**src/rtl/iccm_loader_pkg.sv**
```systemverilog
// Shared types and constants for the ICCM boot loader.
package iccm_loader_pkg;

  localparam int unsigned BYTES_PER_WORD = 4;
  localparam logic [31:0] END_WORD       = 32'h0000_0FFF;

  typedef enum logic [1:0] {
    IDLE  = 2'd0,
    LOAD  = 2'd1,
    WRITE = 2'd2,
    DONE  = 2'd3
  } loader_state_e;

endpackage

```
**src/rtl/iccm_loader_if.sv**
```systemverilog
// ICCM controller write port plus the SRAM ownership select driven by the loader.
interface iccm_loader_if #(
  parameter int unsigned ADDR_W = 13,
  parameter int unsigned DATA_W = 32
);

  logic [ADDR_W-1:0] iccm_ctrl_addr;
  logic [DATA_W-1:0] iccm_ctrl_wdata;
  logic              iccm_ctrl_we;
  logic              iccm_wsel;

  modport master (
    output iccm_ctrl_addr,
    output iccm_ctrl_wdata,
    output iccm_ctrl_we,
    output iccm_wsel
  );

  modport slave (
    input iccm_ctrl_addr,
    input iccm_ctrl_wdata,
    input iccm_ctrl_we,
    input iccm_wsel
  );

endinterface

```
**src/rtl/iccm_word_assembler.sv**
```systemverilog
// Packs a little-endian byte stream into 32-bit words; the first byte lands in bits [7:0].
module iccm_word_assembler
  import iccm_loader_pkg::*;
(
  input  logic        clk_i,
  input  logic        rst_i,
  input  logic        clear_i,
  input  logic        en_i,
  input  logic [7:0]  byte_i,
  input  logic        valid_i,
  output logic [31:0] word_o,
  output logic        word_valid_o
);

  localparam int unsigned CNT_W = $clog2(BYTES_PER_WORD);

  logic [CNT_W-1:0] cnt_q, cnt_d;
  logic [23:0]      low_q, low_d;
  logic             take_s;

  assign take_s = en_i & valid_i;

  // The last byte bypasses storage so the word can be judged on its own strobe cycle.
  assign word_o       = {byte_i, low_q};
  assign word_valid_o = take_s && (cnt_q == CNT_W'(BYTES_PER_WORD - 1));

  // Next byte count and lower-byte storage.
  always_comb begin
    cnt_d = cnt_q;
    low_d = low_q;
    if (clear_i) begin
      cnt_d = '0;
      low_d = 24'd0;
    end else if (take_s) begin
      cnt_d = cnt_q + CNT_W'(1);
      case (cnt_q)
        2'd0:    low_d[7:0]   = byte_i;
        2'd1:    low_d[15:8]  = byte_i;
        2'd2:    low_d[23:16] = byte_i;
        default: low_d        = low_q;
      endcase
    end else begin
      cnt_d = cnt_q;
      low_d = low_q;
    end
  end

  // Assembler state registers.
  always_ff @(posedge clk_i or posedge rst_i) begin
    if (rst_i) begin
      cnt_q <= '0;
      low_q <= 24'd0;
    end else begin
      cnt_q <= cnt_d;
      low_q <= low_d;
    end
  end

endmodule

```
**src/rtl/iccm_loader.sv**
```systemverilog
// Boot-time ICCM loader: streams UART bytes into ICCM words and holds the core in reset meanwhile.
// Optional idle timeout in LOAD is enabled with the ICCM_LOADER_TIMEOUT_EN macro.
module iccm_loader #(
  parameter int unsigned ADDR_W   = 13,
  parameter int unsigned DATA_W   = 32,
  parameter logic [31:0] END_WORD = iccm_loader_pkg::END_WORD,
  parameter int unsigned MAX_ADDR = 2**ADDR_W - 1
`ifdef ICCM_LOADER_TIMEOUT_EN
  , parameter logic [23:0] TIMEOUT_CYCLES = 24'd1_000_000
`endif
) (
  input  logic                 clk_i,
  input  logic                 rst_i,
  input  logic                 start_i,
  input  logic [7:0]           rx_byte_i,
  input  logic                 rx_valid_i,
  iccm_loader_if.master        iccm_if,
  output logic                 core_rst_o,
  output logic                 busy_o,
  output logic                 done_o,
  output logic                 err_o
);

  import iccm_loader_pkg::*;

  localparam logic [ADDR_W-1:0] LAST_ADDR = ADDR_W'(MAX_ADDR);

  loader_state_e     state_q, state_d;
  logic [ADDR_W-1:0] addr_q, addr_d;
  logic              ovf_q, ovf_d;
  logic              err_q, err_d;
  logic [ADDR_W-1:0] waddr_q, waddr_d;
  logic [DATA_W-1:0] wdata_q, wdata_d;
  logic              we_q, we_d;
  logic              wsel_q, wsel_d;
  logic              core_rst_q, core_rst_d;
  logic              busy_q, busy_d;
  logic              done_q, done_d;

  logic              accept_start_s;
  logic              asm_en_s;
  logic [31:0]       word_s;
  logic              word_valid_s;
  logic              timeout_s;

  assign accept_start_s = (state_q == IDLE) && start_i;
  assign asm_en_s       = (state_q == LOAD) || (state_q == WRITE);

  iccm_word_assembler u_asm (
    .clk_i        (clk_i),
    .rst_i        (rst_i),
    .clear_i      (accept_start_s),
    .en_i         (asm_en_s),
    .byte_i       (rx_byte_i),
    .valid_i      (rx_valid_i),
    .word_o       (word_s),
    .word_valid_o (word_valid_s)
  );

`ifdef ICCM_LOADER_TIMEOUT_EN
  logic [23:0] idle_q, idle_d;

  // Idle counter runs only while a load is active and restarts on every byte.
  always_comb begin
    if (rx_valid_i || !asm_en_s) begin
      idle_d = 24'd0;
    end else begin
      idle_d = idle_q + 24'd1;
    end
  end

  assign timeout_s = (state_q == LOAD) && !rx_valid_i && ((idle_q + 24'd1) >= TIMEOUT_CYCLES);

  // Idle counter register.
  always_ff @(posedge clk_i or posedge rst_i) begin
    if (rst_i) begin
      idle_q <= 24'd0;
    end else begin
      idle_q <= idle_d;
    end
  end
`else
  assign timeout_s = 1'b0;
`endif

  // FSM state and load bookkeeping registers.
  always_ff @(posedge clk_i or posedge rst_i) begin
    if (rst_i) begin
      state_q <= IDLE;
      addr_q  <= '0;
      ovf_q   <= 1'b0;
      err_q   <= 1'b0;
    end else begin
      state_q <= state_d;
      addr_q  <= addr_d;
      ovf_q   <= ovf_d;
      err_q   <= err_d;
    end
  end

  // Next state, write address and sticky error.
  always_comb begin
    state_d = state_q;
    addr_d  = addr_q;
    ovf_d   = ovf_q;
    err_d   = err_q;
    case (state_q)
      IDLE: begin
        if (start_i) begin
          state_d = LOAD;
          addr_d  = '0;
          ovf_d   = 1'b0;
          err_d   = 1'b0;
        end else begin
          state_d = IDLE;
        end
      end
      LOAD: begin
        if (word_valid_s) begin
          if (word_s == END_WORD) begin
            state_d = DONE;
          end else if (ovf_q) begin
            err_d   = 1'b1;
            state_d = DONE;
          end else begin
            state_d = WRITE;
          end
        end else if (timeout_s) begin
          err_d   = 1'b1;
          state_d = DONE;
        end else begin
          state_d = LOAD;
        end
      end
      WRITE: begin
        state_d = LOAD;
        // Past the last word the address parks and the flag turns the next word into an error.
        if (addr_q == LAST_ADDR) begin
          ovf_d = 1'b1;
        end else begin
          addr_d = addr_q + ADDR_W'(1);
        end
      end
      DONE: begin
        state_d = IDLE;
      end
      default: begin
        state_d = IDLE;
      end
    endcase
  end

  // Output values for the coming state, so every output is registered.
  always_comb begin
    we_d       = (state_d == WRITE);
    waddr_d    = waddr_q;
    wdata_d    = wdata_q;
    if (we_d) begin
      waddr_d = addr_q;
      wdata_d = DATA_W'(word_s);
    end else begin
      waddr_d = waddr_q;
      wdata_d = wdata_q;
    end
    busy_d     = (state_d == LOAD) || (state_d == WRITE);
    wsel_d     = !busy_d;
    core_rst_d = busy_d;
    done_d     = (state_d == DONE);
  end

  // Output registers.
  always_ff @(posedge clk_i or posedge rst_i) begin
    if (rst_i) begin
      waddr_q    <= '0;
      wdata_q    <= '0;
      we_q       <= 1'b0;
      wsel_q     <= 1'b1;
      core_rst_q <= 1'b0;
      busy_q     <= 1'b0;
      done_q     <= 1'b0;
    end else begin
      waddr_q    <= waddr_d;
      wdata_q    <= wdata_d;
      we_q       <= we_d;
      wsel_q     <= wsel_d;
      core_rst_q <= core_rst_d;
      busy_q     <= busy_d;
      done_q     <= done_d;
    end
  end

  assign iccm_if.iccm_ctrl_addr  = waddr_q;
  assign iccm_if.iccm_ctrl_wdata = wdata_q;
  assign iccm_if.iccm_ctrl_we    = we_q;
  assign iccm_if.iccm_wsel       = wsel_q;
  assign core_rst_o              = core_rst_q;
  assign busy_o                  = busy_q;
  assign done_o                  = done_q;
  assign err_o                   = err_q;

endmodule

```
**src/flat_wrapper.sv**
```systemverilog
// flat-port wrapper written by rule: the top's interface ports become plain ports
module iccm_loader_flat import iccm_loader_pkg::*;
#(
  parameter int unsigned ADDR_W   = 13,
  parameter int unsigned DATA_W   = 32,
  parameter logic [31:0] END_WORD = iccm_loader_pkg::END_WORD,
  parameter int unsigned MAX_ADDR = 2**ADDR_W - 1

)
  (clk_i, rst_i, start_i, rx_byte_i, rx_valid_i, core_rst_o, busy_o, done_o, err_o, iccm_if_iccm_ctrl_addr, iccm_if_iccm_ctrl_wdata, iccm_if_iccm_ctrl_we, iccm_if_iccm_wsel);
  iccm_loader_if #(.ADDR_W(ADDR_W), .DATA_W(DATA_W)) iccm_if_i ();
  input  logic clk_i;
  input  logic rst_i;
  input  logic start_i;
  input  logic [7:0] rx_byte_i;
  input  logic rx_valid_i;
  output logic core_rst_o;
  output logic busy_o;
  output logic done_o;
  output logic err_o;
  output wire logic [$bits(iccm_if_i.iccm_ctrl_addr)-1:0] iccm_if_iccm_ctrl_addr;
  output wire logic [$bits(iccm_if_i.iccm_ctrl_wdata)-1:0] iccm_if_iccm_ctrl_wdata;
  output wire logic [$bits(iccm_if_i.iccm_ctrl_we)-1:0] iccm_if_iccm_ctrl_we;
  output wire logic [$bits(iccm_if_i.iccm_wsel)-1:0] iccm_if_iccm_wsel;
  assign iccm_if_iccm_ctrl_addr = iccm_if_i.iccm_ctrl_addr;
  assign iccm_if_iccm_ctrl_wdata = iccm_if_i.iccm_ctrl_wdata;
  assign iccm_if_iccm_ctrl_we = iccm_if_i.iccm_ctrl_we;
  assign iccm_if_iccm_wsel = iccm_if_i.iccm_wsel;
  iccm_loader #(.ADDR_W(ADDR_W), .DATA_W(DATA_W), .END_WORD(END_WORD), .MAX_ADDR(MAX_ADDR)) u_core (.clk_i(clk_i), .rst_i(rst_i), .start_i(start_i), .rx_byte_i(rx_byte_i), .rx_valid_i(rx_valid_i), .iccm_if(iccm_if_i), .core_rst_o(core_rst_o), .busy_o(busy_o), .done_o(done_o), .err_o(err_o));
endmodule
```
**config.mk**
```make
export PLATFORM = sky130hd
export DESIGN_NAME = iccm_loader_flat
export DESIGN_NICKNAME = d
export VERILOG_FILES = /design/src/rtl/iccm_loader_pkg.sv /design/src/rtl/iccm_loader_if.sv /design/src/rtl/iccm_word_assembler.sv /design/src/rtl/iccm_loader.sv /design/src/flat_wrapper.sv
export SDC_FILE = /design/constraint.sdc
export NUM_CORES = 1
export LEC_CHECK = 0
export BUFFER_PORTS_ARGS = -buffer_cell sky130_fd_sc_hd__buf_2
export CELL_PAD_IN_SITES_DETAIL_PLACEMENT = 2
export CELL_PAD_IN_SITES_GLOBAL_PLACEMENT = 2
export CORE_MARGIN = 2
export CORE_UTILIZATION = 41
export DETAILED_ROUTE_END_ITERATION = 12
export PLACE_DENSITY_LB_ADDON = 0.25
export SETUP_SLACK_MARGIN = 0.1
export SLEW_MARGIN = 20
export SYNTH_ARGS = -nofsm -noshare
export SYNTH_HDL_FRONTEND = slang
export SYNTH_HIERARCHICAL = 1
export SYNTH_SLANG_ARGS = --single-unit
export TNS_END_PERCENT = 20
```
**constraint.sdc**
```tcl
create_clock -name clk_i -period 4.2 [get_ports clk_i]
set_input_delay 0 -clock clk_i [delete_from_list [all_inputs] [get_ports clk_i]]
set_output_delay 0 -clock clk_i [all_outputs]
set_load 0.005 [all_outputs]
```
## After elaboration in Yosys (flattened, before gate mapping)

Cells that the tools add are included.

| operators by class | value |
|---|---|
| bitwise logic cells | 1 |
| add/subtract/negate cells | 2 |
| muxes and demuxes | 22 |
| eq/ne operators | 17 |
| reduce and logical (&&, ||, !) cells | 19 |

Operators with widths:

| cell | number |
|---|---|
| two-way mux 24 bit | 2 |
| equality test 32 x 12 -> 1 bit (second input constant) | 1 |
| two-way mux 13 bit | 2 |
| one-hot mux 13 bit (2 select lines) | 1 |
| two-way mux 8 bit | 3 |
| adder 13 x 1 -> 13 bit (second input constant) | 1 |
| equality test 13 bit (second input constant) | 1 |
| equality test 2 bit (second input constant) | 6 |
| nonzero test 2 bit | 6 |
| != test 2 bit (second input constant) | 5 |
| two-way mux 2 bit | 4 |
| one-hot mux 2 bit (4 select lines) | 1 |
| two-way mux 1 bit | 7 |
| equality test 2 x 1 -> 1 bit (second input constant) | 3 |
| AND reduction 2 bit | 3 |
| AND reduction 3 bit | 2 |
| AND reduction 5 bit | 1 |
| zero test 2 bit | 2 |
| one-hot mux 1 bit (2 select lines) | 2 |
| adder 2 x 1 -> 2 bit (second input constant) | 1 |
| logical AND 1 bit | 2 |
| logical OR 1 bit | 2 |
| != test 2 x 1 -> 1 bit (second input constant) | 1 |
| bitwise AND 1 bit | 1 |
| zero test 1 bit | 1 |

| word-level totals | value |
|---|---|
| logic and storage cells | 75 |
| bits of input ports | 12 |
| flip-flop bits (word level) | 92 |
| output and inout bits | 51 |

## Logic depth before layout (Yosys ltp)

| depth | value |
|---|---|
| depth in word-level cells | 9 |
| gate-level depth with buffers | 10 |

## Hierarchy

Netlist, hierarchy kept.

Modules (own cells, without submodules):

| module | instances | cells an instance | area an instance (um^2) |
|---|---|---|---|
| iccm_loader | 1 | 226 | 2900.3 |
| iccm_word_assembler | 1 | 116 | 1366.3 |

## Worst setup path before layout

Ideal clock, no wire load.

| path | value |
|---|---|
| kind | register to register |
| from | register u_core.state_q[0] |
| to | register u_core.waddr_q[12], in the netlist u_core/iccm_if.iccm_ctrl_addr[12] |
| data required time | 4075 ps |
| stages on the path, launching flop included | 10 |
| period minus slack after synthesis | 2619 ps |
| slack | 1581 ps |
| setup time | 125 ps |
| path buffers | 2 |
| arrival | 2494 ps |
| path through | dfrtp_1 -> inv_1 -> ha_1 -> mux2_2 -> a21oi_1 -> a31o_1 -> ha_1 -> clkbuf_1 -> buf_1 -> mux2_2 |

| on the way | value |
|---|---|
| word-level cells in the longest chain between the ends | 7 |
| elaborated cells between the ends (all ways) | 10 |

Ends and longest elaborated chain:

| what | RTL line | source |
|---|---|---|
| start, declared | iccm_loader.sv:28 | `loader_state_e state_q, state_d;` |
| start signal, assigned | iccm_loader.sv:94 | `state_q <= state_d;` |
| equality test 2 x 1 -> 1 bit or equality test 2 bit (tied branches) | iccm_loader.sv:47, iccm_loader.sv:107 |  |
| logical OR 1 bit | iccm_loader.sv:47 | `assign asm_en_s = (state_q == LOAD) \|\| (state_q == WRITE);` |
| bitwise AND 1 bit | iccm_word_assembler.sv:21 | `assign take_s = en_i & valid_i;` |
| logical AND 1 bit | iccm_word_assembler.sv:25 | `assign word_valid_o = take_s && (cnt_q == CNT_W'(BYTES_PER_WORD - 1));` |
| two-way mux 2 bit | iccm_loader.sv:119 | `if (word_valid_s) begin` |
| one-hot mux 2 bit (4 select lines) * | iccm_loader.sv:107 | `case (state_q)` |
| equality test 2 bit * | iccm_loader.sv:155 | `we_d = (state_d == WRITE);` |
| end signal, assigned | iccm_loader.sv:182 | `waddr_q <= waddr_d;` |
| end, declared | iccm_loader.sv:32 | `logic [ADDR_W-1:0] waddr_q, waddr_d;` |

Mark *: on every way between the ends. The rest lies on a longest branch, timed or not.
A chain may end at the register's enable or synchronous reset.

## Worst setup path after layout

| path | value |
|---|---|
| from | register u_core.state_q[0] |
| to | register u_core.wdata_q[13], in the netlist u_core/iccm_if.iccm_ctrl_wdata[13] |

| on the way | value |
|---|---|
| word-level cells in the longest chain between the ends | 7 |
| elaborated cells between the ends (all ways) | 10 |

Ends and longest elaborated chain:

| what | RTL line | source |
|---|---|---|
| equality test 2 x 1 -> 1 bit or equality test 2 bit (tied branches) | iccm_loader.sv:47 |  |
| logical OR 1 bit * | iccm_loader.sv:47 |  |
| named net u_core.asm_en_s | iccm_loader.sv:41 | `logic asm_en_s;` |
| bitwise AND 1 bit * | iccm_word_assembler.sv:21 |  |
| logical AND 1 bit * | iccm_word_assembler.sv:25 |  |
| named net u_core.word_valid_s | iccm_loader.sv:43 | `logic word_valid_s;` |
| two-way mux 2 bit * | iccm_loader.sv:119 |  |
| one-hot mux 2 bit (4 select lines) * | iccm_loader.sv:107 |  |
| equality test 2 bit * | iccm_loader.sv:155 |  |
| end signal, assigned | iccm_loader.sv:183 | `wdata_q <= wdata_d;` |
| end, declared | iccm_loader.sv:33 | `logic [DATA_W-1:0] wdata_q, wdata_d;` |

Mark *: on every way through the listed nets, which the timed path passes. The rest lies on a longest branch.

==> run metrics <==
status=finished clean; Yosys top cell by area=dfrtp_1; Starting Density=41.70%; Antenna Cells=0; Lkg Pwr=2.513 nW; DRT Pass-1 Iters=4; critical path buffer and inverter count=2; Die ar.=~0.011 sq mm; CORE AREA=0.01023 sq mm; Vias per Instance=~5.3; endpoints failing setup=0; CTS tree=done; Crit path depth=8; crit-path leading delay family=adder cells; WP data required=4.45 ns; Final TNS setup=0 ns; crit path time final=~3 ns; drt drc=0; DR iter-0 viols=67; CP endpoint kind=flop; Max Cap Viol=0; row cnt=37; Slew headroom=between 40% and 50%; Cells after Synth=342; Post-Syn Nets=365; most instantiated library cell after synthesis=dfrtp_1; DR vias=2853; Post CTS Setup Buffer Count=0; Setup Skew=0.007168 ns; I/O Pins=63; WHS Path Cells=3; FF+latch count, synth=92; clock-pin slew on the worst setup and hold paths=0.09 ns; H-tree level count=3; IR drop worst, VDD=~230 uV; worst-path cell chain=inv_1, ha_1, and3_2, nor2b_1, a31o_1, ha_2, buf_4, mux2_2; Critical Path AT=about 3.3 ns; GPL Wtd Cong=0.8075; syn_area_per_cell=approximately 12 sq um; Worst-Skew Late Latency=0.37 ns; WL/cell=between 15 and 20 um; worst reg2reg endpoint=u_core/iccm_if.iccm_ctrl_wdata[13]; Cell Count, Final, Fillers Out=543; sequential area share after synthesis=a little over half; Worst Setup SP=u_core/state_q[0]; area growth from synthesis to layout=15.01%; vias in the first global route=roughly 3300; CP endpoint=u_core/iccm_if.iccm_ctrl_wdata[13]; DIE HEIGHT=106.0 um; GR Overflow Total=0; DRT antenna net count=0; Synth area leaders=dfrtp_1 (53%), mux2_2 (12%), mux2i_1 (5.9%), nand2b_1 (5.1%), ha_1 (3.2%); Synthesis Warnings=6; dpl cells=519; WS Path Type=reg -> reg; FF-to-FF Start=u_core/state_q[0]; HP Class=in -> reg; number of synthesized flops with an enable pin=0; largest net degree at the start of global routing=67; PwrDens=499.4 mW/mm^2; Post-synth top cells=dfrtp_1 (91), mux2_2 (46), nand2b_1 (35), mux2i_1 (25), nand2_1 (14); initial antenna violation count=0; Final Net Count=426; Netlist cell types=47; Multi-input gate area=0.001782 sq mm; final core utilization=47.96%; RSZ-0062 raised after global routing=false; Worst path slowest cell=ha_1; Bufs on Longest Clock Path=2; Tot GR Track Use=20.39%; ys flop type=dfrtp_1; R2R Setup Slk=1.19 ns; Post-CTS Resized=0; TritonCTS buffer count=9; register area=between 0.002 and 0.0025 sq mm; Yosys top cell area share=53.37%; Hold Vio Cnt, Final=0; Max Clock Freq=around 330 MHz; crit path max fanout=32; FFs w/ async S/R, synth=100.0%; final clock period utilization by the worst path=71.72%; post-cts hold buffer count=9; Final HPWL DP=7334 um; Num Clock Sinks=92; final WL=10440 um; fill cell count=just over 1000; layout cell share with drive strength beyond 1=34.89%; post-synthesis cell area=0.004267 sq mm; CP startpoint kind=flop; R2R depth=8; Least-Margin Pin Slew=0.8565 ns; CTS Root Cell=clkbuf_8; Slew Viols, Final=0; first-pass GRT wire length=17260 um; die width=106.0 um; worst stage delay on the critical path=~0.5 ns; Port Buffers=62
==> cell families after synthesis <==
logic type	count (synthesis)	share of synthesized area, %
AND/OR/NAND/NOR	106	15.69
flip-flops	92	53.99
multiplexers	72	18.33
buffers and inverters	32	4.311
AO/OA/AOI/OAI	29	4.458
adder cells (fa/ha/maj)	11	3.226
==> layout by cell type, fill, tap and decap left out, drive strengths merged, types with 4 or more instances in the layout <==
master / n
a21oi: 10
a31oi: 5
and3: 4
buf: 64
clkbuf: 14
dfrtp: 91
dlygate4sd3: 9
ha: 11
inv: 9
mux2: 46
mux2i: 26
nand2: 14
nand2b: 35
nand3: 12
nand4: 5
nand4b: 4
nor2: 6
nor3: 6
nor4: 6
o21ai: 5
or4: 4
==> where the power goes <==
part / internal [mW] / leakage [nW] / switching (mW)
Combinational: 0.293 / 1.15 / 0.326
Clock: 0.322 / 0.103 / 0.304
Sequential: 1.07 / 1.26 / 0.140
Total: 1.68 / 2.51 / 0.770
==> per-stage QoR <==
stage	power [mW]	setup slack [ns]	area, sq um	hold WS [ns]
finish	2.451	1.188	4907	0.02341
global route	2.609	0.9429	4907	0.02884
CTS	2.491	1.143	4907	0.01130
detailed placement	1.846	1.178	4614	0.2810
global placement	1.787	1.265	4614	0.2714
floorplan	1.616	1.581	4267	0.04002
==> registers in the layout, indices dropped and copies added, names as in the netlist, 2 cells and up <==
signal and cells:
u_core/iccm_if.iccm_ctrl_wdata 32, u_core/state_q 2, u_core/addr_q 13, u_core/iccm_if.iccm_ctrl_addr 13
u_core/u_asm/cnt_q 2, u_core/u_asm/low_q 24
==> layout make-up <==
class,count,share of cell area [%]
Tap cell,136,3.468
Clock buffer,14,3.519
Timing Repair Buffer,73,8.465
Inverter,9,0.6884
Sequential cell,92,46.94
Multi-Input combinational cell,218,36.31
Clock inverter,1,0.6119
==> tightest hold or removal path, stage by stage <==
cell     delay, ns
buf_2         0.17
nand3_1       0.10
a21oi_1       0.08
==> how the worst min path moves through the flow <==
stage                      start                                 end
floorplan                  rst_i               u_core/u_asm/cnt_q[0]
global placement    rx_byte_i[0]  u_core/iccm_if.iccm_ctrl_wdata[24]
detailed placement  rx_byte_i[2]  u_core/iccm_if.iccm_ctrl_wdata[26]
CTS                   rx_valid_i               u_core/u_asm/cnt_q[1]
global route          rx_valid_i               u_core/u_asm/cnt_q[0]
finish                rx_valid_i               u_core/u_asm/cnt_q[1]
==> routing by layer <==
layer  track usage, %  wire, um  share of wire [%]  vias up
li1                 -         -                  -     1324
met1            23.10      4299                 41     1465
met2            37.28      5628                 54       47
met3            3.311       238                2.3       17
met4            9.774       276                2.6        0
met5                0         0                  0        -
Note: power is estimated with default switching activity, not from simulation.
